==> src/rtl/mem_lsu.sv <==
// mem_lsu: MEM-stage load/store unit in front of the dcache, returning in-order completions to WB
// through a credit-limited FIFO. Define LSU_PERF_CNT_EN to build the load/store/miss counters.
module mem_lsu #(
  parameter int DEPTH = 4,
  parameter int AW    = 32
) (
  input  logic          clk,
  input  logic          rst_n,
  input  logic          req_valid,
  output logic          req_ready,
  input  logic          req_store,
  input  logic [2:0]    req_sz,
  input  logic          req_signed,
  input  logic [AW-1:0] req_addr,
  input  logic [31:0]   req_wdata,
  input  logic [4:0]    req_rd,
  output logic          dc_re,
  output logic [31:0]   dc_raddr,
  output logic          dc_we,
  output logic [31:0]   dc_waddr,
  output logic [31:0]   dc_wdata,
  output logic [2:0]    dc_wsz,
  input  logic [31:0]   dc_rdata,
  input  logic          dc_hit,
  output logic          wb_valid,
  input  logic          wb_ready,
  output logic [4:0]    wb_rd,
  output logic [31:0]   wb_data,
  output logic          wb_is_load,
  output logic          wb_ale,
  output logic          wb_miss,
  output logic [31:0]   perf_ld,
  output logic [31:0]   perf_st,
  output logic [31:0]   perf_miss
);
  localparam logic [2:0] ACCESS_SZ_BYTE = 3'd0;
  localparam logic [2:0] ACCESS_SZ_HALF = 3'd1;
  localparam int CW = $clog2(DEPTH + 1);
  localparam int PW = $clog2(DEPTH);

  typedef struct packed {
    logic       valid;
    logic       store;
    logic [2:0] sz;
    logic       sgn;
    logic [4:0] rd;
    logic       ale;
  } trk_t;

  typedef struct packed {
    logic [4:0]  rd;
    logic [31:0] data;
    logic        is_load;
    logic        ale;
    logic        miss;
  } cpl_t;

  logic [CW-1:0] credits;
  logic [CW-1:0] count;
  logic [PW-1:0] wr_ptr;
  logic [PW-1:0] rd_ptr;
  cpl_t          fifo_mem [DEPTH];
  trk_t          s_in;
  trk_t          s1;
  trk_t          s2;
  cpl_t          cpl;
  cpl_t          head;
  logic [31:0]   ld_data;
  logic          acc;
  logic          pop;
  logic          push;
  logic          ale;
  logic          is_byte;
  logic          is_half;

  // Both handshakes transfer on a cycle where valid & ready are high; valid never depends on ready.
  // Every accept holds one credit until its completion is popped, so the FIFO can never overflow.
  assign req_ready = ~rst_n & (credits < CW'(DEPTH));
  assign acc       = req_valid & req_ready;
  assign is_byte   = (req_sz == ACCESS_SZ_BYTE);
  assign is_half   = (req_sz == ACCESS_SZ_HALF);
  assign ale       = is_half ? req_addr[0] : (~is_byte & (req_addr[1:0] != 2'b00));

  always_comb begin
    dc_re    = 1'b0;
    dc_raddr = '0;
    dc_we    = 1'b0;
    dc_waddr = '0;
    dc_wdata = '0;
    dc_wsz   = '0;
    if (acc && !ale && !req_store) begin
      dc_re    = 1'b1;
      dc_raddr = 32'(req_addr);
    end
    if (acc && !ale && req_store) begin
      dc_we    = 1'b1;
      dc_waddr = 32'(req_addr);
      dc_wsz   = req_sz;
      if (is_byte)      dc_wdata = {24'h0, req_wdata[7:0]};
      else if (is_half) dc_wdata = {16'h0, req_wdata[7:0], req_wdata[15:8]};
      else              dc_wdata = {req_wdata[7:0], req_wdata[15:8], req_wdata[23:16], req_wdata[31:24]};
    end
  end

  always_comb begin
    s_in       = '0;
    s_in.valid = acc;
    s_in.store = req_store;
    s_in.sz    = req_sz;
    s_in.sgn   = req_signed;
    s_in.rd    = req_rd;
    s_in.ale   = ale;
  end

  // Stage 2 lines up with the dcache's fixed two-cycle read return.
  always_comb begin
    case (s2.sz)
      ACCESS_SZ_BYTE: ld_data = {{24{s2.sgn & dc_rdata[7]}}, dc_rdata[7:0]};
      ACCESS_SZ_HALF: ld_data = {{16{s2.sgn & dc_rdata[15]}}, dc_rdata[15:0]};
      default:        ld_data = dc_rdata;
    endcase
    cpl         = '0;
    cpl.rd      = s2.rd;
    cpl.is_load = ~s2.store;
    cpl.ale     = s2.ale;
    cpl.miss    = ~s2.store & ~s2.ale & ~dc_hit;
    cpl.data    = (s2.store | s2.ale | cpl.miss) ? 32'h0 : ld_data;
  end

  assign push       = s2.valid;
  assign wb_valid   = (count != '0);
  assign pop        = wb_valid & wb_ready;
  assign head       = fifo_mem[rd_ptr];
  assign wb_rd      = head.rd;
  assign wb_data    = head.data;
  assign wb_is_load = head.is_load;
  assign wb_ale     = head.ale;
  assign wb_miss    = head.miss;

  always_ff @(posedge clk or posedge rst_n) begin
    if (rst_n) begin
      for (int i = 0; i < DEPTH; i++) fifo_mem[i] <= '0;
      wr_ptr  <= '0;
      rd_ptr  <= '0;
      count   <= '0;
      credits <= '0;
      s1      <= '0;
      s2      <= '0;
    end else begin
      s1 <= s_in;
      s2 <= s1;
      if (push) begin
        fifo_mem[wr_ptr] <= cpl;
        wr_ptr           <= wr_ptr + PW'(1);
      end
      if (pop) rd_ptr <= rd_ptr + PW'(1);
      case ({push, pop})
        2'b10:   count <= count + CW'(1);
        2'b01:   count <= count - CW'(1);
        default: ;
      endcase
      case ({acc, pop})
        2'b10:   credits <= credits + CW'(1);
        2'b01:   credits <= credits - CW'(1);
        default: ;
      endcase
    end
  end

`ifdef LSU_PERF_CNT_EN
  always_ff @(posedge clk or posedge rst_n) begin
    if (rst_n) begin
      perf_ld   <= '0;
      perf_st   <= '0;
      perf_miss <= '0;
    end else begin
      if (acc && !req_store) perf_ld <= perf_ld + 32'd1;
      if (acc && req_store)  perf_st <= perf_st + 32'd1;
      if (push && cpl.miss)  perf_miss <= perf_miss + 32'd1;
    end
  end
`else
  assign perf_ld   = '0;
  assign perf_st   = '0;
  assign perf_miss = '0;
`endif
endmodule

==> config.mk <==
export PLATFORM = sky130hd
export DESIGN_NAME = mem_lsu
export DESIGN_NICKNAME = d
export VERILOG_FILES = /design/src/rtl/mem_lsu.sv
export SDC_FILE = /design/constraint.sdc
export NUM_CORES = 1
export LEC_CHECK = 0
export CAP_MARGIN = 0
export CORE_ASPECT_RATIO = 1.5
export CORE_MARGIN = 3
export CORE_UTILIZATION = 49
export DETAILED_ROUTE_END_ITERATION = 8
export PLACE_DENSITY = 0.92
export SLEW_MARGIN = 20
export SYNTH_ARGS = -nofsm -noshare
export SYNTH_HDL_FRONTEND = slang
export SYNTH_SLANG_ARGS = --single-unit
==> constraint.sdc <==
create_clock -name clk -period 9.92 [get_ports clk]
set_input_delay 0.992 -clock clk [delete_from_list [all_inputs] [get_ports clk]]
set_output_delay 0.992 -clock clk [all_outputs]
set_load 0.05 [all_outputs]
==> metrics.md <==
| Metric | Value |
|---|---|
| Worst-path clk slew | roughly 0.060 ns |
| First-pass GRT wire length | 46100 um |
| Yosys top cell area share | roughly half |
| Slowest cell delay on critical path | between 0.8 and 0.9 ns |
| Synthesis-stage register bit count | around 190 |
| Netlist cell types | 37 |
| Final core occ | 66.0% |
| Syn Area/Cell | between 10 and 15 um^2 |
| Critical-path cell list | clkdlybuf4s50_1 > and2_1 > or4_4 > inv_4 > and3_1 > clkdlybuf4s50_1 |
| Vias in the first global route | 7926 |
| Core area | roughly 19000 um^2 |
| Gate count after technology mapping | ~920 |
| GPL Wtd Cong | 0.895 |
| Die width | roughly 120 um |
| Htree depth | 4 |
| CTS sink cnt | roughly 190 |
| Slew at the pin closest to its max-slew limit | roughly 1.2 ns |
| Final Hold Viols | 0 |
| Fmax | about 0.19 GHz |
| Critical path endpoint category | output pin |
| HPWL Detailed | 22200 um |
| Worst Path Class, Setup | input port to output pin |
| Tightest Hold Check Type | register to register |
| Biggest area consumer among synthesized cells | dfrtp_1 |
| Gr usage total | between 20% and 30% |
| FP Rows | slightly above 60 |
| Worst r2r src | wr_ptr[0] |
| Clock Skew | approximately 0.012 ns |
| Crit path max-delay family | buffers and inverters |
| Minimum clock period | around 5.3 ns |
| IO Pins | 350 |
| Crit. Startpoint | req_sz[0] |
| Sequential share of the synthesized area | 49.4% |
| Required time of the critical path | 8.93 ns |
| Unrepaired setup endpoints after global routing | false |
| Vias per cell | approximately 5.5 |
| Switching power share of the total | 42.3% |
| Relative slew slack | a little under a quarter |
| Logic pwr share | 46.4% |
| Startpoint class of the critical path | input port |
| Crit path buf inv count | 3 |
| Clock latency on the worst-skew pair | around 0.43 ns |
| Leakage | ~5.6 nW |
| Sequential power share | roughly a third |
| Worst VDD drop | around 0.19 mV |
| Yosys warning count | 0 |
| Tcrit/Tclk final | a little over half |
| Fillers | roughly 1400 |
| Sw power | between 0.0015 and 0.002 W |
| Setup violations, final | 0 |
| CTS tree | built |
| Syn-to-layout area delta | 30.3% |
| IO buf count | approximately 250 |
| Max capacitance violation total | 0 |
| Final net count | around 1300 |
| Hold Buf Count CTS | 0 |
| Share of layout cells above drive strength 1 | roughly a tenth |
| WL per Instance | 21.9 um |
| Post-route DRC | 0 |
| Status | finished, final reports clean |
| Starting Density | between 50% and 60% |
| Critical Path AT | approximately 4.3 ns |
| Max-slew violation count | 0 |
| Post-Route WL | ~30000 um |
| Crit path top cell by count | clkdlybuf4s50_1 |
| Post-cts gate resize count | 0 |
| Power Density | 306 nW/um^2 |
| Largest cells by area after synthesis | dfrtp_1 (49%), mux4_2 (9.2%), buf_4 (7.6%) |
| Clk Tree Root Cell | clkbuf_16 |
| Die span in y | between 150 and 200 um |
| Post-CTS Setup Inserts | 0 |
| Largest net degree at the start of global routing | 110 |
| First-pass DRT Iterations | 6 |
| Min-delay src | s1[6] |
| 1st-iter DRT viols | approximately 830 |
| TritonCTS Buffers | 17 |
| Int Pwr | 0.00226 W |
| Grt ovf | 0 |
| WHS | 0.347 ns |
| Final setup TNS | 0 ns |
| Die area | between 20000 and 25000 um^2 |
| Critical path's slowest cell | clkdlybuf4s50_1 |
| Mapped Area | ~10000 um^2 |
| Crit-path max FO | 52 |
| Via count | 7800 |
| Initial antenna violation count | 7 |
| Clock share of power | between 10% and 20% |
| CTS Buffer Depth | 2 |
| Routed Antenna Nets | 0 |
-- metal layers --
metal | global-route usage (%) | vias to the layer above | wire, um
met3 | 8.61 | 66 | 3290
met4 | 8.74 | 8 | 840
li1 | - | 3410 | -
met2 | 48.2 | 471 | 15700
met1 | 34.2 | 3845 | 11000
met5 | 0 | - | 54
-- layout make-up --
type | instances | area [um^2] | share of cell area [%]
flip-flops and latches | 194 | 4860 | 38.0
multi-input cells | 646 | 4320 | 33.7
repair buffers | 263 | 2610 | 20.4
clock buffers | 20 | 447 | 3.49
well taps | 256 | 320 | 2.50
clock inverters | 12 | 173 | 1.35
inverters | 10 | 47.5 | 0.372
diodes | 9 | 22.5 | 0.176
-- metrics by stage --
step	power, W	cell area (um^2)	instances	setup WS (ns)
2_1_floorplan	0.00265	10200	1010	3.64
3_3_place_gp	0.00311	12100	1369	4.78
3_5_place_dp	0.00319	12100	1369	4.68
4_1_cts	0.00392	12800	1401	4.66
5_1_grt	0.00409	12800	1401	4.51
6_report	0.00391	12800	1410	4.65
-- layout by cell type, fill, tap and decap left out, types with 9 or more instances in the layout --
| cell | instances |
|---|---|
| mux2i_1 | 17 |
| clkdlybuf4s50_1 | 253 |
| conb_1 | 96 |
| mux2_2 | 26 |
| clkbuf_16 | 17 |
| nand3_1 | 12 |
| diode_2 | 9 |
| nand2_1 | 154 |
| nor2_1 | 29 |
| mux4_2 | 40 |
| buf_4 | 9 |
| and3_1 | 16 |
| and2_1 | 68 |
| o21ai_0 | 73 |
| o31ai_1 | 64 |
| dfrtp_1 | 192 |
-- flip-flops by register name, summed over array words and instances, names as in the netlist --
name,cells
credits,3
rd_ptr,2
s1,12
push,1
fifo_mem,160
count,3
wr_ptr,2
cpl,6
s2,5
-- synth_stat cells (all sizes together) --
master and instances:
fa 2, dfrtp 194, nor2 29, nor4 1
mux2 26, a211oi 8, conb 1, nor3b 1
buf 107, o311ai 1, or3b 1, o22a 1
or2 2, and3 16, and2 69, or4 1
o31ai 64, mux4 40, o31a 1, xor2 5
nand3 12, nand2 158, nor3 1, mux2i 17
clkbuf 53, inv 10, xnor2 4, a21oi 8
o21ai 73, or3 3, ha 6
-- logic make-up after synthesis --
group | after synthesis | share of synthesized area (%)
other | 1 | 0.0382
AND/OR/NAND/NOR | 294 | 14.0
XOR/XNOR | 9 | 0.803
flip-flops | 194 | 49.4
multiplexers | 83 | 13.9
adder cells (fa/ha/maj) | 8 | 1.17
AO/OA/AOI/OAI | 156 | 9.98
buffers and inverters | 170 | 10.7
-- worst reg2reg max path, stage by stage (launching register included) --
cell     delay [ns]
dfrtp_1        0.42
inv_1          0.09
ha_1           0.23
nand2_2        0.37
buf_4          0.55
mux2_2         0.44
-- final timing paths --
check | endpoint | slack (ns) | cells after the start
setup / recovery | dc_wdata[19] | 4.65 | 6
hold / removal | s2[6] | 0.35 | 0
setup reg to reg | fifo_mem[157] | 7.73 | 5
hold reg to reg | s2[6] | 0.35 | 0
max in group asynchronous | fifo_mem[27] | 7.52 | 3
min in group asynchronous | credits[0] | 1.13 | 2
-- power groups by stage --
stage / sequential (W) / clock [W] / combinational [W]
floorplan: 0.00125 / 0 / 0.00140
global placement: 0.00135 / 0 / 0.00176
detailed placement: 0.00138 / 0 / 0.00181
CTS: 0.00137 / 0.000725 / 0.00182
global route: 0.00142 / 0.000759 / 0.00191
finish: 0.00138 / 0.000718 / 0.00181
No activity file was read; power rests on OpenSTA's default activity.
